$ cat config.mk
export PLATFORM = sky130hd
export DESIGN_NAME = op_datapath
export DESIGN_NICKNAME = d
export VERILOG_FILES = /design/src/rtl/op_datapath_pkg.sv /design/src/rtl/op_datapath_alu.sv /design/src/rtl/op_datapath.sv
export SDC_FILE = /design/constraint.sdc
export NUM_CORES = 1
export LEC_CHECK = 0
export ABC_AREA = 1
export BUFFER_PORTS_ARGS = -buffer_cell sky130_fd_sc_hd__clkbuf_2
export CAP_MARGIN = 15
export CORE_MARGIN = 2
export CORE_UTILIZATION = 35
export CTS_CLUSTER_SIZE = 25
export DETAILED_ROUTE_END_ITERATION = 12
export SYNTH_ARGS = -nofsm -noshare
export SYNTH_HDL_FRONTEND = slang
export SYNTH_SLANG_ARGS = --single-unit
$ cat constraint.sdc
create_clock -name clk -period 2.7 [get_ports clk]
set_input_delay 0.135 -clock clk [delete_from_list [all_inputs] [get_ports clk]]
set_output_delay 0.135 -clock clk [all_outputs]
set_load 0.005 [all_outputs]
$ cat src/rtl/op_datapath_pkg.sv
// -----------------------------------------------------------------------------
// op_datapath_pkg
// Shared definitions for the operational datapath:
//   - default widths and the counter terminal value
//   - A-register write-select encoding
//   - fixed priority order of the A writers and a helper that applies it
// -----------------------------------------------------------------------------
package op_datapath_pkg;

    localparam int DEF_W       = 8;
    localparam int DEF_CNT_W   = 4;
    localparam int DEF_CNT_MAX = 7;

    typedef enum logic [2:0] {
        SEL_NONE = 3'd0,
        SEL_SHL  = 3'd1,
        SEL_ADD  = 3'd2,
        SEL_SUB  = 3'd3,
        SEL_LOAD = 3'd4
    } a_sel_e;

    localparam int N_A_WRITERS = 4;

    // Highest priority first: t5 (load) > t9 (sub) > t1 (add) > t2 (shift).
    localparam a_sel_e A_PRIO [N_A_WRITERS] = '{SEL_LOAD, SEL_SUB, SEL_ADD, SEL_SHL};

    function automatic logic sel_requested(input a_sel_e sel,
                                           input logic   t5,
                                           input logic   t9,
                                           input logic   t1,
                                           input logic   t2);
        logic req;
        req = 1'b0;
        case (sel)
            SEL_LOAD: req = t5;
            SEL_SUB:  req = t9;
            SEL_ADD:  req = t1;
            SEL_SHL:  req = t2;
            default:  req = 1'b0;
        endcase
        return req;
    endfunction

    // Walk the priority list from lowest to highest so the highest-priority
    // active request is the last one written.
    function automatic a_sel_e pick_a_sel(input logic t5,
                                          input logic t9,
                                          input logic t1,
                                          input logic t2);
        a_sel_e sel;
        sel = SEL_NONE;
        for (int i = N_A_WRITERS - 1; i >= 0; i--) begin
            if (sel_requested(A_PRIO[i], t5, t9, t1, t2)) begin
                sel = A_PRIO[i];
            end
        end
        return sel;
    endfunction

endpackage

$ cat src/rtl/op_datapath_alu.sv
// -----------------------------------------------------------------------------
// op_alu
// Combinational W-bit arithmetic unit for the A register.
// Ports:
//   a, b     in   W   operands (A register, B register)
//   sel      in   3   operation select (SEL_ADD / SEL_SUB / SEL_SHL; others pass a)
//   result   out  W   operation result, modulo 2^W
//   ovf_bit  out  1   carry-out (add), borrow (sub) or shifted-out MSB (shift)
// -----------------------------------------------------------------------------
module op_alu
    import op_datapath_pkg::*;
#(
    parameter int W = DEF_W
) (
    input  logic [W-1:0] a,
    input  logic [W-1:0] b,
    input  a_sel_e       sel,
    output logic [W-1:0] result,
    output logic         ovf_bit
);

    logic [W:0] wide;

    always_comb begin
        wide    = '0;
        result  = a;
        ovf_bit = 1'b0;
        case (sel)
            SEL_ADD: begin
                wide    = {1'b0, a} + {1'b0, b};
                result  = wide[W-1:0];
                ovf_bit = wide[W];
            end
            SEL_SUB: begin
                // The extra top bit of the widened difference is the borrow.
                wide    = {1'b0, a} - {1'b0, b};
                result  = wide[W-1:0];
                ovf_bit = wide[W];
            end
            SEL_SHL: begin
                result  = {a[W-2:0], 1'b0};
                ovf_bit = a[W-1];
            end
            default: begin
                result  = a;
                ovf_bit = 1'b0;
            end
        endcase
    end

endmodule

$ cat src/rtl/op_datapath.sv
// -----------------------------------------------------------------------------
// op_datapath
// Operational datapath executing one set of microoperation strobes per clock
// and returning the condition signals the control automaton branches on.
// Ports:
//   clk       in   1      rising-edge clock
//   res       in   1      synchronous active-low reset
//   din       in   W      external operand bus
//   t1        in   1      A <= A + B
//   t2        in   1      A <= A << 1
//   t4        in   1      B <= din
//   t5        in   1      A <= din, clears ovf
//   t6        in   1      cnt <= 0
//   t7        in   1      cnt <= cnt + 1
//   t8        in   1      dout <= A, pulse dout_vld
//   t9        in   1      A <= A - B
//   x         out  1      A == 0
//   y         out  1      cnt == CNT_MAX
//   dout      out  W      result register
//   dout_vld  out  1      one-cycle result-valid pulse
//   ovf       out  1      sticky arithmetic overflow
// -----------------------------------------------------------------------------
module op_datapath
    import op_datapath_pkg::*;
#(
    parameter int W       = DEF_W,
    parameter int CNT_W   = DEF_CNT_W,
    parameter int CNT_MAX = DEF_CNT_MAX
) (
    input  logic         clk,
    input  logic         res,
    input  logic [W-1:0] din,
    input  logic         t1,
    input  logic         t2,
    input  logic         t4,
    input  logic         t5,
    input  logic         t6,
    input  logic         t7,
    input  logic         t8,
    input  logic         t9,
    output logic         x,
    output logic         y,
    output logic [W-1:0] dout,
    output logic         dout_vld,
    output logic         ovf
);

    logic [W-1:0]     a_q;
    logic [W-1:0]     b_q;
    logic [CNT_W-1:0] cnt_q;

    a_sel_e           a_sel;
    logic [W-1:0]     alu_res;
    logic             alu_ovf;
    logic [W-1:0]     a_d;
    logic             ovf_d;
    logic [CNT_W-1:0] cnt_d;

    always_comb begin
        a_sel = pick_a_sel(t5, t9, t1, t2);
    end

    // B is read before its own update, so a t4 in the same cycle as t1/t9
    // leaves the arithmetic on the old operand.
    op_alu #(
        .W (W)
    ) u_alu (
        .a       (a_q),
        .b       (b_q),
        .sel     (a_sel),
        .result  (alu_res),
        .ovf_bit (alu_ovf)
    );

    always_comb begin
        a_d   = a_q;
        ovf_d = ovf;
        if (a_sel == SEL_LOAD) begin
            a_d   = din;
            ovf_d = 1'b0;
        end else if (a_sel != SEL_NONE) begin
            a_d   = alu_res;
            ovf_d = ovf | alu_ovf;
        end
    end

    // Counter wraps naturally at 2^CNT_W; the wrap never touches ovf.
    always_comb begin
        cnt_d = cnt_q;
        if (t6) begin
            cnt_d = '0;
        end else if (t7) begin
            cnt_d = cnt_q + CNT_W'(1);
        end
    end

    always_ff @(posedge clk) begin
        if (!res) begin
            a_q      <= '0;
            b_q      <= '0;
            cnt_q    <= '0;
            dout     <= '0;
            dout_vld <= 1'b0;
            ovf      <= 1'b0;
        end else begin
            a_q      <= a_d;
            cnt_q    <= cnt_d;
            ovf      <= ovf_d;
            dout_vld <= t8;
            if (t4) begin
                b_q <= din;
            end
            // Captures A as it stands during the t8 cycle, before any update.
            if (t8) begin
                dout <= a_q;
            end
        end
    end

    // Decodes of registered state only: no path from the strobes to x/y.
    assign x = (a_q == '0);
    assign y = (cnt_q == CNT_W'(CNT_MAX));

endmodule
==> results.toml <==
[finish]
antennaDiodeCount = 0
final_cell_area_sq_mm = 0.00238
fillers = 625
drive_above_1_share = 0.180
fin_cells = 413
syn2layout_area_growth_pct = 14.1
final_nets = 374

[placement]
placed_area_sq_mm = 0.00229
dp_slack_ns = 0.780
dp_hpwl_mm = 4.23
gp_congestion = 0.854
io_buffers = 29
dp_cells = 405

[global_routing]
grt_antenna_before_repair = 0
grt_max_degree = 24
grt_pass1_wl_mm = 9.01
grt_usage = 0.177
grt_overflow = 0
grt_pass1_vias = 1940

[timing]
fmax_ghz = 0.517
whs_ns = 0.0920
report.final.setup_viol = 0
layout_setup_ws_ns = 0.767
rsz0062_at_grt = "false"
skew_ns = 0.00953
period_needed_ns = 1.93
fin_crit_sh = 0.716
worst_pin_slew_ns = 0.393
slew_headroom = 0.738
fin_tns_setup_ns = 0
finalHoldViolCount = 0
drv_slew = 0

[synthesis]
synth_compound_area_frac = 0.180
synth_fa_ha_area_frac = 0.121
synth_top_family_by_area = "simple AND/OR/NAND/NOR gates"
yosysWarningCount = 0
synth-edff-count = 0
async_flop_share = 0
synth-simple-area-share = 0.274
ys_seq_area_frac = 0.287
ys_ff_latch = 30
synth.distinct_cells = 36
syn-instance-count = 307
syn_nets = 344
synthesis.area_sq_mm = 0.00209
synth_ff_type = "dfxtp_1"
synth_mux_area_frac = 0
avgSynthCellArea_sq_um = 6.81
synth-xor-area-share = 0.0210

[worst_setup_path]
ff2ff_setup_slack_ns = 0.77
endpoint_kind = "register"
cp_max_fo = 4
path_class = "reg2reg"
worstPathRequired_ns = 2.92
slowest_stage = "fa_1"
cp_slowest_stage_delay_ns = 0.38
r2r-start = "a_q[0]"
cp.arrival_ns = 2.15
startpoint = "a_q[0]"
startpoint_type = "register"
path_cells = "inv_1, ha_1, inv_1, fa_1, nand2_1, nand3_1, nand3_1, nand2_1, nand2_1, nand3_1, nand3_1, nand2_1, a21oi_1"

[floorplan]
row_count = 28
die_area_sq_mm = 0.00660
ios = 30
die-width_microns = 81.3
start_util = 0.357
die_h_microns = 81.3
core_sq_mm = 0.00585

[flow_run]
maxCapViolCount = 0

[clock_tree]
clock_path_buffers = 2
numCtsBuffers = 5
worst_skew_pair.late_latency_ns = 0.29
postCtsSetupRepairBufs = 0
path_clk_slew_ns = 0.07
cts-root-buf = "clkbuf_8"
cts_hold_buf = 0
clock_sinks = 30
cts-htree-levels = 2
cts_tree = "yes"
cts_resized = 0

[status]
status = "completed"

[drt]
drt_iter0_markers = 112
route.detailed.drc = 0
vias = 2037
wl_mm = 5.30
routedWlPerCell_microns = 12.8
viasPerCell = 4.93
drtPass1Iterations = 4
ant_nets = 0

[hold_path]
hp-start = "t4"
hold_class = "in2reg"

[power_and_ir_drop]
power.density_mw_per_mm2 = 531
p_leak_uw = 0.00122
peakVddDrop_uv = 338
-- logic make-up after synthesis --
logic type,count (synthesis)
AOI/OAI and AO/OA,63
buffers and inverters,61
and+or+nand+nor,129
adders and majority gates,19
xor gates and xnor gates,5
DFF,30
-- flip-flops by register name, summed over array words and instances, names as in the netlist --
signal and flops:
cnt_q 4, a_q 8, ovf 1, dout_vld 1, dout 8, b_q 8
-- area by class of cell --
| type | instances | area, sq um | area share |
|---|---|---|---|
| clock buffers | 7 | 86.3 | 0.0362 |
| flip-flops and latches | 30 | 601 | 0.252 |
| inverters | 55 | 209 | 0.0876 |
| clock inverters | 1 | 5.00 | 0.00210 |
| well taps | 75 | 93.8 | 0.0393 |
| multi-input cells | 216 | 1240 | 0.522 |
| repair buffers | 29 | 145 | 0.0609 |
-- power breakdown --
part / total (uW) / internal, uW / switching, uW / leakage [uW]
Sequential: 509 / 476 / 32.8 / 0.000248
Combinational: 374 / 138 / 235 / 0.000925
Clock: 383 / 205 / 178 / 0.0000482
-- cell usage after synthesis (2+ instances only) --
master    instances  area share
nand2_2           5       0.015
nand3_1          23       0.055
nand2_1          52       0.093
inv_1            48       0.086
xor2_1            5       0.021
o21ai_0          23       0.055
inv_2             6       0.011
ha_1             17        0.10
nor2_1           30       0.054
nand4_1           5       0.015
a21oi_1          23       0.055
dfxtp_1          30        0.29
o21a_1            2      0.0072
or2_2             4       0.012
nor3_1            5       0.012
clkbuf_1          3      0.0054
a211oi_1          2      0.0072
fa_1              2       0.019
a21oi_2           5       0.021
-- per-layer routing --
metal / track usage / up-vias / wire (microns)
met1: 0.231 / 915 / 2500
met2: 0.284 / 53 / 2390
met5: 0 / - / 0
li1: - / 1054 / -
met3: 0.0311 / 15 / 253
met4: 0.0797 / 0 / 150
-- stage by stage --
step	utilization	power [uW]
final	0.408	1270
after global routing	0.408	1360
after CTS	0.408	1270
after detailed placement	0.392	888
after global placement	0.392	890
after floorplan	-	788
-- placed cells by master, fill, tap and decap left out, types with 2 or more instances in the layout --
cell and instances:
nand2_2 5, clkbuf_8 6, inv_2 6, fa_1 2, nand3_1 23, a211oi_1 2, a21oi_2 5, o21a_1 2
ha_1 17, nor3_1 5, xor2_1 5, or2_2 4, dfxtp_1 30, a21oi_1 23, nand4_1 5, inv_1 48
nor2_1 30, clkbuf_2 29, nand2_1 52, o21ai_0 23
-- path summary, 6_finish.rpt --
| kind | end | depth (start not counted) |
|---|---|---|
| min | b_q[3] | 2 |
| max reg2reg | a_q[6] | 13 |
| min reg2reg | b_q[2] | 2 |
| max | a_q[6] | 13 |
-- worst max-delay path: cells and delay by family (launching register included) --
family	cells	cell delay, ns
AOI/OAI and AO/OA	1	0.11
and+or+nand+nor	8	0.67
buffers and inverters	2	0.18
adders and majority gates	2	0.58
DFF	1	0.34
(Power assumes the default switching activity.)
